==> config.mk <==
export PLATFORM = sky130hd
export DESIGN_NAME = cache_fill_ctrl_flat
export DESIGN_NICKNAME = d
export VERILOG_FILES = /design/src/rtl/cache_fill_ctrl_pkg.sv /design/src/rtl/cache_fill_ctrl_if.sv /design/src/rtl/cache_fill_ctrl_dpram.sv /design/src/rtl/cache_fill_ctrl.sv /design/src/flat_wrapper.sv
export SDC_FILE = /design/constraint.sdc
export NUM_CORES = 2
export LEC_CHECK = 0
export BUFFER_PORTS_ARGS = -buffer_cell sky130_fd_sc_hd__buf_2
export CORE_ASPECT_RATIO = 1.1
export CORE_MARGIN = 2
export CORE_UTILIZATION = 55
export CTS_CLUSTER_SIZE = 24
export DETAILED_ROUTE_END_ITERATION = 8
export MAX_ROUTING_LAYER = met4
export PLACE_DENSITY = 0.75
export SYNTH_ARGS = -nofsm -noshare
export SYNTH_HDL_FRONTEND = slang
export SYNTH_SLANG_ARGS = --single-unit
export TNS_END_PERCENT = 5
==> constraint.sdc <==
create_clock -name clk -period 3.5 [get_ports clk]
set_input_delay 0.35 -clock clk [delete_from_list [all_inputs] [get_ports clk]]
set_output_delay 0.35 -clock clk [all_outputs]
set_load 0.01 [all_outputs]
==> src/rtl/cache_fill_ctrl_pkg.sv <==
// Shared types and field geometry for the direct-mapped read cache.
// Latency: n/a (declarations only).
// Backpressure: n/a.
package cache_pkg;

  // Default geometry: 4 lines x 8 words fills the 32-entry data store.
  localparam int LINES_DEF = 4;
  localparam int WORDS_DEF = 8;
  localparam int ADDRW_DEF = 32;

  // Byte address split: {tag, line, word, byte}.
  localparam int BYTE_BITS = 2;
  localparam int WORD_BITS = $clog2(WORDS_DEF);
  localparam int LINE_BITS = $clog2(LINES_DEF);
  localparam int TAG_BITS  = ADDRW_DEF - LINE_BITS - WORD_BITS - BYTE_BITS;

  typedef enum logic [2:0] {
    ST_IDLE,
    ST_LOOKUP,
    ST_FILL_REQ,
    ST_FILL_DATA,
    ST_REPLAY
  } state_t;

endpackage

==> src/rtl/cache_fill_ctrl_if.sv <==
// CPU read port and memory fill port of the cache controller in one bundle.
// Latency: n/a (wires only).
// Backpressure: cpu side via cpu_busy; memory side via mem_req/mem_ack hold.
interface cache_fill_ctrl_if #(
  parameter int ADDRW = 32
);
  logic             cpu_req;
  logic [ADDRW-1:0] cpu_addr;
  logic             cpu_busy;
  logic             cpu_valid;
  logic [31:0]      cpu_rdata;
  logic             flush;
  logic             mem_req;
  logic [ADDRW-1:0] mem_addr;
  logic             mem_ack;
  logic             mem_rvalid;
  logic [31:0]      mem_rdata;

  // Environment side: the requesting CPU plus the memory responder.
  modport master (
    output cpu_req, cpu_addr, flush, mem_ack, mem_rvalid, mem_rdata,
    input  cpu_busy, cpu_valid, cpu_rdata, mem_req, mem_addr
  );

  // Controller side.
  modport slave (
    input  cpu_req, cpu_addr, flush, mem_ack, mem_rvalid, mem_rdata,
    output cpu_busy, cpu_valid, cpu_rdata, mem_req, mem_addr
  );
endinterface

==> src/rtl/cache_fill_ctrl_dpram.sv <==
// 32x32 dual-port RAM: one write port, one registered read port.
// Latency: read data appears one cycle after raddr; writes land at the clock edge.
// Backpressure: none, accepts a read and a write every cycle.
module dpram_32x32 (
  input  logic        clk,
  input  logic        we,
  input  logic [4:0]  waddr,
  input  logic [31:0] wdata,
  input  logic [4:0]  raddr,
  output logic [31:0] dataout
);
  logic [31:0] mem [32];

  // Contents are never cleared; the read port is a plain registered read.
  always_ff @(posedge clk) begin
    if (we) mem[waddr] <= wdata;
    dataout <= mem[raddr];
  end
endmodule

==> src/rtl/cache_fill_ctrl.sv <==
// Direct-mapped read-only cache: serves CPU reads, fills missed lines in bursts, replays the read.
// Latency: hit returns one cycle after the request; miss returns two cycles after the last beat.
// Backpressure: cpu_busy holds off new requests outside IDLE; mem_req held until mem_ack.
module cache_fill_ctrl
  import cache_pkg::*;
#(
  parameter int LINES = LINES_DEF,
  parameter int WORDS = WORDS_DEF,
  parameter int ADDRW = ADDRW_DEF
) (
  input logic               clk,
  input logic               reset,
  cache_fill_ctrl_if.slave  bus
);
  localparam int RAM_AW = LINE_BITS + WORD_BITS;

  state_t                state, state_n;
  logic [TAG_BITS-1:0]   tag_q;
  logic [LINE_BITS-1:0]  line_q;
  logic [WORD_BITS-1:0]  word_q;
  logic [WORD_BITS-1:0]  cnt;
  logic [LINES-1:0]      valid;
  logic [TAG_BITS-1:0]   tags [LINES];

  logic                  we;
  logic [RAM_AW-1:0]     raddr, waddr;
  logic [31:0]           dataout;
  logic                  hit, last_beat, unused_byte_bits;

  logic                  cpu_busy_c, cpu_valid_c, mem_req_c;
  logic [31:0]           cpu_rdata_c;
  logic [ADDRW-1:0]      mem_addr_c;

  assign hit       = valid[line_q] && (tags[line_q] == tag_q);
  assign last_beat = bus.mem_rvalid && (cnt == WORD_BITS'(WORDS - 1));
  // Byte offset within a word plays no part in a word read.
  assign unused_byte_bits = ^bus.cpu_addr[BYTE_BITS-1:0];

  dpram_32x32 u_ram (
    .clk     (clk),
    .we      (we),
    .waddr   (waddr),
    .wdata   (bus.mem_rdata),
    .raddr   (raddr),
    .dataout (dataout)
  );

  // State, captured request fields, beat counter and valid bits.
  always_ff @(posedge clk or posedge reset) begin
    if (reset) begin
      state  <= ST_IDLE;
      valid  <= '0;
      cnt    <= '0;
      tag_q  <= '0;
      line_q <= '0;
      word_q <= '0;
    end else begin
      state <= state_n;
      if (state == ST_IDLE && bus.cpu_req) begin
        word_q <= bus.cpu_addr[BYTE_BITS +: WORD_BITS];
        line_q <= bus.cpu_addr[BYTE_BITS+WORD_BITS +: LINE_BITS];
        tag_q  <= bus.cpu_addr[ADDRW-1 -: TAG_BITS];
      end
      if (state == ST_LOOKUP && !hit) valid[line_q] <= 1'b0;
      if (state == ST_FILL_REQ && bus.mem_ack) cnt <= '0;
      if (state == ST_FILL_DATA && bus.mem_rvalid) begin
        cnt <= cnt + 1'b1;
        if (last_beat) valid[line_q] <= 1'b1;
      end
      // Flush is last so it overrides a fill completing in the same cycle.
      if (bus.flush) valid <= '0;
    end
  end

  // Tag store needs no reset: a tag is only consulted behind its valid bit.
  always_ff @(posedge clk) begin
    if (state == ST_FILL_DATA && last_beat) tags[line_q] <= tag_q;
  end

  // Next state plus all handshake outputs and data-store controls.
  always_comb begin
    state_n     = state;
    cpu_busy_c  = 1'b1;
    cpu_valid_c = 1'b0;
    cpu_rdata_c = '0;
    mem_req_c   = 1'b0;
    mem_addr_c  = '0;
    we          = 1'b0;
    waddr       = {line_q, cnt};
    raddr       = {line_q, word_q};
    case (state)
      ST_IDLE: begin
        cpu_busy_c = 1'b0;
        raddr = {bus.cpu_addr[BYTE_BITS+WORD_BITS +: LINE_BITS],
                 bus.cpu_addr[BYTE_BITS +: WORD_BITS]};
        if (bus.cpu_req) state_n = ST_LOOKUP;
      end
      ST_LOOKUP: begin
        if (hit) begin
          cpu_valid_c = 1'b1;
          cpu_rdata_c = dataout;
          state_n     = ST_IDLE;
        end else begin
          state_n = ST_FILL_REQ;
        end
      end
      ST_FILL_REQ: begin
        mem_req_c  = 1'b1;
        mem_addr_c = {tag_q, line_q, {(WORD_BITS+BYTE_BITS){1'b0}}};
        if (bus.mem_ack) state_n = ST_FILL_DATA;
      end
      ST_FILL_DATA: begin
        if (bus.mem_rvalid) begin
          we = 1'b1;
          if (last_beat) state_n = ST_REPLAY;
        end
      end
      ST_REPLAY: state_n = ST_LOOKUP;
      default:   state_n = ST_IDLE;
    endcase
  end

  assign bus.cpu_busy  = cpu_busy_c;
  assign bus.cpu_valid = cpu_valid_c;
  assign bus.cpu_rdata = cpu_rdata_c;
  assign bus.mem_req   = mem_req_c;
  assign bus.mem_addr  = mem_addr_c;
endmodule

==> src/flat_wrapper.sv <==
// flat-port wrapper written by rule: the top's interface ports become plain ports
module cache_fill_ctrl_flat import cache_pkg::*;
#(
  parameter int LINES = LINES_DEF,
  parameter int WORDS = WORDS_DEF,
  parameter int ADDRW = ADDRW_DEF
)
  (clk, reset, bus_cpu_req, bus_cpu_addr, bus_flush, bus_mem_ack, bus_mem_rvalid, bus_mem_rdata, bus_cpu_busy, bus_cpu_valid, bus_cpu_rdata, bus_mem_req, bus_mem_addr);
  cache_fill_ctrl_if #(.ADDRW(ADDRW)) bus_i ();
  input logic clk;
  input logic reset;
  input wire logic [$bits(bus_i.cpu_req)-1:0] bus_cpu_req;
  input wire logic [$bits(bus_i.cpu_addr)-1:0] bus_cpu_addr;
  input wire logic [$bits(bus_i.flush)-1:0] bus_flush;
  input wire logic [$bits(bus_i.mem_ack)-1:0] bus_mem_ack;
  input wire logic [$bits(bus_i.mem_rvalid)-1:0] bus_mem_rvalid;
  input wire logic [$bits(bus_i.mem_rdata)-1:0] bus_mem_rdata;
  output wire logic [$bits(bus_i.cpu_busy)-1:0] bus_cpu_busy;
  output wire logic [$bits(bus_i.cpu_valid)-1:0] bus_cpu_valid;
  output wire logic [$bits(bus_i.cpu_rdata)-1:0] bus_cpu_rdata;
  output wire logic [$bits(bus_i.mem_req)-1:0] bus_mem_req;
  output wire logic [$bits(bus_i.mem_addr)-1:0] bus_mem_addr;
  assign bus_i.cpu_req = bus_cpu_req;
  assign bus_i.cpu_addr = bus_cpu_addr;
  assign bus_i.flush = bus_flush;
  assign bus_i.mem_ack = bus_mem_ack;
  assign bus_i.mem_rvalid = bus_mem_rvalid;
  assign bus_i.mem_rdata = bus_mem_rdata;
  assign bus_cpu_busy = bus_i.cpu_busy;
  assign bus_cpu_valid = bus_i.cpu_valid;
  assign bus_cpu_rdata = bus_i.cpu_rdata;
  assign bus_mem_req = bus_i.mem_req;
  assign bus_mem_addr = bus_i.mem_addr;
  cache_fill_ctrl #(.LINES(LINES), .WORDS(WORDS), .ADDRW(ADDRW)) u_core (.clk(clk), .reset(reset), .bus(bus_i));
endmodule
==> results.txt <==
mapped cell area: 46400 sq um
synth-to-layout area growth: 16.9%
post-synthesis sequential area ratio: 76.3%
setup_tns: -6.00 ns
Max Cap Violations: 0
Synth area leader: edfxtp_1
# IOs: 137
post-synth top area share: 72.8%
Wirelength per Cell: 25.9 um
Final Max Slew Viols: 0
Yosys cell types: 59
number of buffers created by CTS: 110
H-tree Lvls: 3
actual slew at the worst max-slew pin: 1.18 ns
initial core utilization: 55.6%
clk sink count: 1196
total power: 43.1 mW
worst endpoint data arrival time: 3.41 ns
num rows: 111
Reg2Reg Setup Slack: 0.39 ns
1st-pass router iterations: 8
Residual DRC: 0
main area contributors after synthesis: edfxtp_1 (73%), nand2_1 (6.4%), mux2i_1 (3.1%), nand3_1 (2.9%), a32oi_1 (2.4%)
Final Cycle Share: 107%
commonest non-fill, non-tap cell in the layout: edfxtp_1
clk_lat worst skew: 0.70 ns
vias in the first global route: 28156
Hold Fails Final Rpt: 0
share of layout cells above drive strength 1: 16.7%
commonest non-fill, non-tap cells in the layout: edfxtp_1 (1124), nand2_1 (790), nand3_1 (266)
via count: 28798
HP Class: input port to flop
run status: finished with violations
CTS tree: built
worst setup slack after layout: -0.258 ns
Via density: 6.19
GRT Overall Usage: 28.7%
CORE AREA: 83500 sq um
post-route minimum period: 3.76 ns
first-pass GRT wire length: 177 mm
Critical Path Start: u_core.line_q[1]
clock transition at the registers of the reported paths: 0.06 ns
Slew Limit Headroom: 20.8%
largest net degree at the start of global routing: 85
P_leak: 18.4 nW
Die W: 281 um
synth warn: 0
WP data required: 3.15 ns
fin nets: 3500
gpl congestion: 0.821
worst hold margin: 0.0631 ns
Worst Setup End Kind: primary output
worst-path fanout max: 18
Final Setup Violations: 33
RSZ-0062 raised after global routing: true
Cells after Synth: 3191
Mean Syn Cell Area: 14.5 sq um
Worst Hold Launch: bus_cpu_addr[6]
grt total ovfl: 0
die height: 309 um
post-route ant nets: 0
Post-Route WL: 120 mm
Setup CP Type: flop to primary output
Async S/R FF share, synth: 3.34%
Clock Skew: 0.0210 ns
1st-iter DRT viols: 4004
CTS Buffer Depth: 3
synthesized flop and latch total: 1196
Max Freq: 0.266 GHz
final std cell area, no fill: 54200 sq um
Root Buffer: clkbuf_16
failing checks: negative setup slack
Die Footprint: 86700 sq um
power per cell area: 794 nW/um^2
DP Area: 49700 sq um
launching point of the worst reg2reg path: u_core.state[0]
number of buffers added on ports: 129
initial antenna violation count: 8
Detail Placement HPWL: 65.4 mm
number of synthesized flops with an enable pin: 1124
Peak VDD IR: 0.556 mV
CP Launch Type: flop
Top FF cell, synth: edfxtp_1
-- metal layers --
metal	GRT usage, %	up-vias	wire length [um]
met3	4.60	292	11400
met1	37.6	14405	46000
met5	-	-	0
met2	45.1	1620	58200
li1	-	12481	-
met4	12.3	0	4730
-- worst max-delay path, cell delays in order, from the launching register on --
cell and delay, ns:
dfrtp_2 0.46, buf_4 0.24, mux2i_2 0.19, a32o_2 0.29
a211o_1 0.26, nor4_2 0.28, nand4_1 0.15, buf_6 0.16
buf_6 0.20, nor4_2 0.28, buf_2 0.18
-- logic make-up after synthesis --
kind of cell    share of synthesized area [%]
compound gates                           4.74
mux                                      4.84
flops                                    76.3
buf+inv                                  2.12
other cells                           0.00809
xor+xnor                                0.378
simple gates                             11.5
fa+ha+maj                               0.135
-- synth_stat cells (7+ instances only) --
library cell	n
nand2_1	794
nor4_1	66
edfxtp_1	1124
dfxtp_1	32
mux4_2	13
a31oi_1	132
clkbuf_1	149
nor2_1	44
buf_2	23
inv_1	42
nor3_1	9
buf_1	22
buf_4	7
a32oi_1	128
dfrtp_1	40
mux2_2	28
mux2i_1	144
nand3_1	266
xnor2_1	18
and2_1	28
-- worst paths after layout --
kind,endpoint,cells after the start
max,bus_cpu_rdata[11],10
min,u_core.line_q[1],2
max reg2reg,u_core.u_ram.dataout[26],9
min reg2reg,u_core.valid[1],2
max in group asynchronous,u_core.line_q[0],4
min in group asynchronous,u_core.tag_q[22],4
-- power by group --
group	switching, mW	total (mW)	internal (mW)
logic	8.58	13.2	4.64
clock network	5.25	12.4	7.17
registers	0.654	17.4	16.8
-- metrics by stage --
step                cells  util, %  setup slack [ns]
floorplan            3195        -            -0.315
global placement     4397     59.6             0.109
detailed placement   4397     59.6           0.00724
CTS                  4646     64.8            -0.166
global route         4654     65.0            -0.324
finish               4654     65.0            -0.258
-- area by class of cell --
class / count / area [sq um]
clock buffer: 146 / 3000
sequential: 1196 / 35400
fill: 5555 / 29200
clock inverter: 59 / 778
inverter: 43 / 161
antenna: 6 / 15.0
multi-input combinational: 1754 / 10600
timing repair buffer: 320 / 2840
tap: 1130 / 1410
-- sequential cells by signal, indices dropped and copies added (netlist names) --
| register | cells |
|---|---|
| u_core.cnt | 3 |
| u_core.line_q | 2 |
| u_core.state | 3 |
| u_core.tag_q | 25 |
| u_core.tags | 100 |
| u_core.u_ram.dataout | 32 |
| u_core.u_ram.mem | 1024 |
| u_core.valid | 4 |
| u_core.word_q | 3 |
-- repair_timing --
item                                   CTS  global route
gates resized for setup                 31            23
hold buffers                            34             0
pin swaps                                3             8
setup endpoints to repair               33            33
setup buffers                           10             4
endpoints found under the hold margin   75             0
Power figures use the tool's default switching activity.
